### src/rtl/watch_time_counter_if.sv
// watch_time_counter_if: button pulses in, BCD time digits and status pulses out.
interface watch_time_counter_if;
  logic       mode_p;
  logic       inc_p;
  logic [3:0] hr_t;
  logic [3:0] hr_o;
  logic [3:0] min_t;
  logic [3:0] min_o;
  logic [3:0] sec_t;
  logic [3:0] sec_o;
  logic [1:0] set_mode;
  logic       tick;
  logic       midnight;
  modport master(output mode_p, inc_p,
                 input hr_t, hr_o, min_t, min_o, sec_t, sec_o, set_mode, tick, midnight);
  modport slave(input mode_p, inc_p,
                output hr_t, hr_o, min_t, min_o, sec_t, sec_o, set_mode, tick, midnight);
endinterface

### src/rtl/watch_time_counter.sv
// watch_time_counter: 1 Hz prescaler and 24-hour BCD hh:mm:ss clock with hour/minute set modes.
module watch_time_counter #(
  parameter logic [31:0] CLK_DIV = 32'd50_000_000
) (
  input logic clk,
  input logic rst,
  watch_time_counter_if.slave bus
);
  typedef enum logic [1:0] {RUN = 2'd0, SET_HR = 2'd1, SET_MIN = 2'd2} mode_t;
  mode_t mode, mode_nx;
  logic [31:0] presc;
  logic [3:0] hr_t, hr_o, min_t, min_o, sec_t, sec_o;
  logic tick, midnight;
  logic adv, inc_ok, sec_wrap, min_wrap, hr_wrap, min_inc, hr_inc;
  always_comb begin
    mode_nx = !bus.mode_p ? mode : mode == RUN ? SET_HR : mode == SET_HR ? SET_MIN : RUN;
    adv = mode == RUN && presc == CLK_DIV - 32'd1;
    inc_ok = bus.inc_p && !bus.mode_p;
    sec_wrap = sec_t == 4'd5 && sec_o == 4'd9;
    min_wrap = min_t == 4'd5 && min_o == 4'd9;
    hr_wrap = hr_t == 4'd2 && hr_o == 4'd3;
    // Set-mode minute increments never carry into hours
    min_inc = (adv && sec_wrap) || (mode == SET_MIN && inc_ok);
    hr_inc = (adv && sec_wrap && min_wrap) || (mode == SET_HR && inc_ok);
  end
  always_ff @(posedge clk or posedge rst)
    if (rst) mode <= RUN;
    else mode <= mode_nx;
  always_ff @(posedge clk or posedge rst)
    if (rst) begin
      presc <= 32'd0;
      {hr_t, hr_o, min_t, min_o, sec_t, sec_o} <= 24'd0;
      tick <= 1'b0;
      midnight <= 1'b0;
    end else begin
      // Held at zero outside RUN so a return to RUN restarts a full second
      presc <= (mode == RUN && !bus.mode_p && !adv) ? presc + 32'd1 : 32'd0;
      tick <= adv;
      midnight <= adv && sec_wrap && min_wrap && hr_wrap;
      if (adv) begin
        sec_o <= sec_o == 4'd9 ? 4'd0 : sec_o + 4'd1;
        if (sec_o == 4'd9) sec_t <= sec_t == 4'd5 ? 4'd0 : sec_t + 4'd1;
      end else if (mode == SET_MIN && inc_ok) begin
        sec_o <= 4'd0;
        sec_t <= 4'd0;
      end
      if (min_inc) begin
        min_o <= min_o == 4'd9 ? 4'd0 : min_o + 4'd1;
        if (min_o == 4'd9) min_t <= min_t == 4'd5 ? 4'd0 : min_t + 4'd1;
      end
      if (hr_inc) begin
        hr_o <= (hr_wrap || hr_o == 4'd9) ? 4'd0 : hr_o + 4'd1;
        hr_t <= hr_wrap ? 4'd0 : hr_o == 4'd9 ? hr_t + 4'd1 : hr_t;
      end
    end
  assign bus.hr_t = hr_t;
  assign bus.hr_o = hr_o;
  assign bus.min_t = min_t;
  assign bus.min_o = min_o;
  assign bus.sec_t = sec_t;
  assign bus.sec_o = sec_o;
  assign bus.set_mode = mode;
  assign bus.tick = tick;
  assign bus.midnight = midnight;
endmodule

### src/flat_wrapper.sv
// flat-port wrapper written by rule: the top's interface ports become plain ports
module watch_time_counter_flat 
#(
  parameter logic [31:0] CLK_DIV = 32'd50_000_000
)
  (clk, rst, bus_mode_p, bus_inc_p, bus_hr_t, bus_hr_o, bus_min_t, bus_min_o, bus_sec_t, bus_sec_o, bus_set_mode, bus_tick, bus_midnight);
  watch_time_counter_if bus_i ();
  input logic clk;
  input logic rst;
  input wire logic [$bits(bus_i.mode_p)-1:0] bus_mode_p;
  input wire logic [$bits(bus_i.inc_p)-1:0] bus_inc_p;
  output wire logic [$bits(bus_i.hr_t)-1:0] bus_hr_t;
  output wire logic [$bits(bus_i.hr_o)-1:0] bus_hr_o;
  output wire logic [$bits(bus_i.min_t)-1:0] bus_min_t;
  output wire logic [$bits(bus_i.min_o)-1:0] bus_min_o;
  output wire logic [$bits(bus_i.sec_t)-1:0] bus_sec_t;
  output wire logic [$bits(bus_i.sec_o)-1:0] bus_sec_o;
  output wire logic [$bits(bus_i.set_mode)-1:0] bus_set_mode;
  output wire logic [$bits(bus_i.tick)-1:0] bus_tick;
  output wire logic [$bits(bus_i.midnight)-1:0] bus_midnight;
  assign bus_i.mode_p = bus_mode_p;
  assign bus_i.inc_p = bus_inc_p;
  assign bus_hr_t = bus_i.hr_t;
  assign bus_hr_o = bus_i.hr_o;
  assign bus_min_t = bus_i.min_t;
  assign bus_min_o = bus_i.min_o;
  assign bus_sec_t = bus_i.sec_t;
  assign bus_sec_o = bus_i.sec_o;
  assign bus_set_mode = bus_i.set_mode;
  assign bus_tick = bus_i.tick;
  assign bus_midnight = bus_i.midnight;
  watch_time_counter #(.CLK_DIV(CLK_DIV)) u_core (.clk(clk), .rst(rst), .bus(bus_i));
endmodule
### config.mk
export PLATFORM = sky130hd
export DESIGN_NAME = watch_time_counter_flat
export DESIGN_NICKNAME = d
export VERILOG_FILES = /design/src/rtl/watch_time_counter_if.sv /design/src/rtl/watch_time_counter.sv /design/src/flat_wrapper.sv
export SDC_FILE = /design/constraint.sdc
export NUM_CORES = 1
export LEC_CHECK = 0
export BUFFER_PORTS_ARGS = -buffer_cell sky130_fd_sc_hd__buf_2
export CAP_MARGIN = 30
export CORE_MARGIN = 4
export CORE_UTILIZATION = 42
export CTS_BUF_LIST = sky130_fd_sc_hd__clkbuf_4
export DETAILED_ROUTE_END_ITERATION = 7
export PLACE_DENSITY = 0.6
export SYNTH_ARGS = -nofsm -noshare
export SYNTH_HDL_FRONTEND = slang
export SYNTH_SLANG_ARGS = --single-unit
### constraint.sdc
create_clock -name clk -period 6.45 [get_ports clk]
set_clock_uncertainty 0.15 [all_clocks]
set_input_delay 0.3225 -clock clk [delete_from_list [all_inputs] [get_ports clk]]
set_output_delay 0.3225 -clock clk [all_outputs]
set_load 0.02 [all_outputs]
# After elaboration in Yosys (flattened, before gate mapping)

Index checks and enable logic that the tools add are counted.

Equal/unequal tests: 11
Reduce and logical (&&, ||, !) cells: 23
$add $sub $neg: 7
Mux-type cells: 14

Operators with widths:

| cell                                                   | number |
|---|---|
| two-way mux 4 bit                                      | 11 |
| adder 32 x 1 -> 32 bit (second input constant)         | 1 |
| equality test 32 x 26 -> 1 bit (second input constant) | 1 |
| two-way mux 32 bit                                     | 1 |
| adder 4 x 1 -> 4 bit (second input constant)           | 6 |
| equality test 4 bit (second input constant)            | 3 |
| logical AND 1 bit                                      | 12 |
| equality test 4 x 2 -> 1 bit (second input constant)   | 2 |
| equality test 4 x 3 -> 1 bit (second input constant)   | 2 |
| AND reduction 2 bit                                    | 3 |
| two-way mux 2 bit                                      | 2 |
| nonzero test 2 bit                                     | 2 |
| logical OR 1 bit                                       | 3 |
| equality test 2 x 1 -> 1 bit (second input constant)   | 1 |
| equality test 2 bit (second input constant)            | 1 |
| logical NOT 1 bit                                      | 2 |
| logical NOT 2 bit                                      | 1 |
| != test 2 bit (second input constant)                  | 1 |

Register bits: 60
Input port bits: 4
Logic and storage cells: 65
Output and inout port bits: 28

# Longest topological paths before layout

Depth in word-level cells: 6
Mapped depth: 8
Gate-level depth less buffers: 7

# Worst setup path before layout

No wires, ideal clock.

Path type: reg-to-reg
Start: register u_core.sec_o[0] (netlist: u_core.bus.sec_o[0])
End: register u_core.min_t[1] (netlist: u_core.bus.min_t[1])
Period minus slack after synthesis: 2.237 ns
Library setup time: 0.125 ns
Arrival: 1.962 ns
Setup slack: 4.213 ns
Path buffers: 1
Required time: 6.175 ns
Stages on the path, launching flop included: 8
Path through: dfrtp_1 -> ha_1 -> and3b_1 -> clkbuf_8 -> nand2_4 -> nor4_4 -> o211ai_2 -> mux2_4

Word-level cells in the longest chain between the ends: 5

RTL lines:

| element                              | line                     | RTL |
|---|---|---|
| start: declaration                   | watch_time_counter.sv:12 | `logic [3:0] hr_t, hr_o, min_t, min_o, sec_t, sec_o;` |
| start signal: assignment             | watch_time_counter.sv:41 | `sec_o <= sec_o == 4'd9 ? 4'd0 : sec_o + 4'd1;` |
| equality test 4 bit                  | watch_time_counter.sv:19 | `sec_wrap = sec_t == 4'd5 && sec_o == 4'd9;` |
| logical AND 1 bit                    | watch_time_counter.sv:19 |  |
| logical AND 1 bit                    | watch_time_counter.sv:23 | `min_inc = (adv && sec_wrap) \|\| (mode == SET_MIN && inc_ok);` |
| logical OR 1 bit                     | watch_time_counter.sv:23 |  |
| AND reduction 2 bit (no source line) | n/a                      |  |
| end signal: assignment               | watch_time_counter.sv:49 | `if (min_o == 4'd9) min_t <= min_t == 4'd5 ? 4'd0 : min_t + 4'd1;` |
| end: declaration                     | watch_time_counter.sv:12 |  |

Every way passes these cells.
A chain may end at the register's enable or synchronous reset.

# Worst setup path after layout

Start: register u_core.presc[0]
End: register u_core.presc[20]

Word-level cells in the longest chain between the ends: 5
Elaborated cells between the ends (all ways): 6
Those cells by class: add/sub (1); eq/ne (1); mux (1); reduce/logical (3)

RTL lines:

| element                                                                        | line                     | RTL |
|---|---|---|
| start: declaration                                                             | watch_time_counter.sv:11 | `logic [31:0] presc;` |
| start signal: assignment                                                       | watch_time_counter.sv:37 | `presc <= (mode == RUN && !bus.mode_p && !adv) ? presc + 32'd1 : 32'd0;` |
| parallel branches: the longest is 4 deep, another holds adder 32 x 1 -> 32 bit | n/a                      |  |
| two-way mux 32 bit (*)                                                         | watch_time_counter.sv:37 |  |

Every way passes the cells marked *.

==> flow_summary.ini <==
[floorplanning]
num_io_pins = 32
dieArea_sq_um = 9520
fp.dieW_um = 97.6
die_h_um = 97.6
core_area_sq_um = 7770
start_util_pct = 43.4
rows = 32

[placed_design]
place_inst = 453
dp_hpwl_mm = 4.77
gp_congestion = 0.788
io_buffers = 31

[final_layout]
final-seq-area_sq_um = 1500
layoutNonFillerInstCount = 470
fill_cells = 753
syn_to_final_growth_pct = 12.1
fin_util_pct = 48.6
drive_gt1_share_pct = 21.7
antenna_cells = 0
nets = 376
multiInputGateArea_sq_um = 1750

[yosys]
async_reset_ff_share_pct = 100
synth_edf_count = 0
yosysWarnings = 0
synthFlopType = dfrtp_1
ys_seq_area_share_pct = 44.6
synth_area_sq_um = 3370
ys_ff_latch = 60
netlist_instances = 328
syn_nets = 341
avgSynthCellArea_sq_um = 10.3
yosysUniqueCellTypes = 63

[worst_setup_path]
arrival_ps = 2640
r2r-end = u_core.presc[20]
crit_fanout = 18
crit_required_ps = 6570
r2r_start = u_core.presc[0]
crit_path_end_kind = flop
reg2regPathDepth = 7
worst-setup-path-type = flop to flop
worst_setup_path_start_kind = flop
critPathCapture = u_core.presc[20]
rrSetupSlack_ps = 3930
startpoint = u_core.presc[0]

[global_route]
grt_max_degree = 61
grt_first_pass_wirelength_mm = 12.1
overflow = 0
grtUsageTotal_pct = 15.4
antenna_found_initial = 0
grt_pass1_vias = 2460

[detailed_routing]
wirelength_mm = 6.89
vias_per_cell = 5.41
drtIter0Drc = 141
drtAntennaViolNets = 0
via_count = 2541
drc_errors = 0
routedWlPerCell_um = 14.7
first_pass_iters = 4

[power]
powerDensity_nw_per_um2 = 284
leakage_nw = 1.69
ir_drop_mv = 0.261

[clock_tree]
cts_resized = 0
hold_buffers = 1
clk_pin_slew_ps = 110
cts.sinks = 60
numCtsBuffers = 9
cts_buffer_depth = 2
root_buffer = clkbuf_4
clk_latency_ps = 400
htreeDepth = 3
cts_setup_buffers = 0
cts_tree = yes

[sta]
fin_crit_sh_pct = 39.0
rsz0062_at_grt = false
finalSetupTns_ps = 0
post-route-min-period_ps = 2520
setup_viol = 0
finalHoldViolations = 0
finalMaxSlewViolations = 0
tightest_slew_ps = 872
max_freq_mhz = 397
slew_headroom_pct = 41.1

[job]
maxCapViolCount = 0

[status]
outcome = finished, final reports clean

[hold_path]
hp-class = input pin to flop
[worst max-delay path: stages (launching register included)]
cell	delay [ps]
dfrtp_1	400
ha_1	260
nand3_4	100
nor2_1	280
nand3_1	250
nand3b_1	530
buf_4	350
nor2_1	70
[metal layers]
layer,wire [um],global-route usage [%],part of all wire (%)
met1,3360,21.0,49
met2,3240,23.9,47
met3,211,3.95,3.1
met4,74,5.32,1.1
met5,0,0,0
[layout by cell type, fill, tap and decap left out, types with 3 or more instances in the layout]
cell         n
dfrtp_1     60
and4_1       5
nand4_1     13
nor4_1       3
xor2_1      22
nor4b_1      3
nor3_1       5
buf_2       32
and3_1       7
o21ai_0      5
nand3_1     21
nand3b_1     4
nand2b_1     3
clkbuf_4     9
a21oi_1      6
nor2_1      45
inv_1       12
mux2_2       6
o21ai_1      3
ha_1         9
xnor2_1     11
clkinvlp_4   3
o211ai_1     5
nand2_1     13
o2bb2ai_1    3
[through the flow]
stage	setup WS, ps	instance area (sq um)	hold WS (ps)	power (W)
after floorplan	4210	3370	283	0.000690
after global placement	3810	3600	316	0.000775
after detailed placement	3890	3610	330	0.000784
after CTS	3890	3780	56.0	0.00109
after global routing	3690	3780	42.2	0.00114
final	3930	3780	76.6	0.00107
[final cells by class]
cell class	instances	share of cell area (%)
repair buffers	35	4.90
well taps	102	3.38
clock inverters	7	2.42
multi-input cells	244	46.5
inverters	13	1.29
clock buffers	9	1.79
flip-flops and latches	60	39.8
[state kept, by name, summed over array words and instances, names as in the netlist, 2 cells and up]
register,cells
u_core.bus.hr_o,4
u_core.bus.hr_t,4
u_core.bus.min_o,4
u_core.bus.min_t,4
u_core.bus.sec_o,4
u_core.bus.sec_t,4
u_core.bus.set_mode,2
u_core.presc,32
[power by group]
part	total, W	switching, W	leakage, nW	internal [W]
Sequential	0.000497	0.0000729	0.811	0.000424
Clock	0.000299	0.000144	0.0756	0.000155
Combinational	0.000275	0.000168	0.798	0.000107
Total	0.00107	0.000385	1.69	0.000686
[kinds of logic after synthesis]
family	synth area share [%]
mux	3.71
xor+xnor	8.58
flops	44.6
fa+ha+maj	3.34
buf+inv	3.38
compound gates	8.21
simple gates	28.2
[worst min path at each step]
stage | slack [ps] | cells past startpoint | endpoint | from
finish | 80 | 2 | u_core.bus.set_mode[1] | bus_mode_p
global route | 40 | 2 | u_core.bus.set_mode[1] | bus_mode_p
CTS | 60 | 2 | u_core.bus.set_mode[1] | bus_mode_p
detailed placement | 330 | 1 | u_core.presc[0] | u_core.presc[0]
global placement | 320 | 1 | u_core.presc[0] | u_core.presc[0]
floorplan | 280 | 1 | u_core.bus.set_mode[1] | bus_mode_p
[synth_stat cells, types with 5 or more instances]
cell / n / area [sq um]
a21oi_1: 6 / 30.0
and3_1: 7 / 43.8
and4_1: 5 / 43.8
buf_2: 8 / 40.0
dfrtp_1: 60 / 1500
ha_1: 9 / 113
inv_1: 13 / 48.8
mux2_2: 6 / 67.6
nand2_1: 13 / 48.8
nand3_1: 21 / 105
nand4_1: 13 / 81.3
nor2_1: 45 / 169
nor3_1: 5 / 25.0
o211ai_1: 5 / 37.5
o21ai_0: 5 / 25.0
xnor2_1: 11 / 96.3
xor2_1: 22 / 193
(Power assumes the default switching activity.)
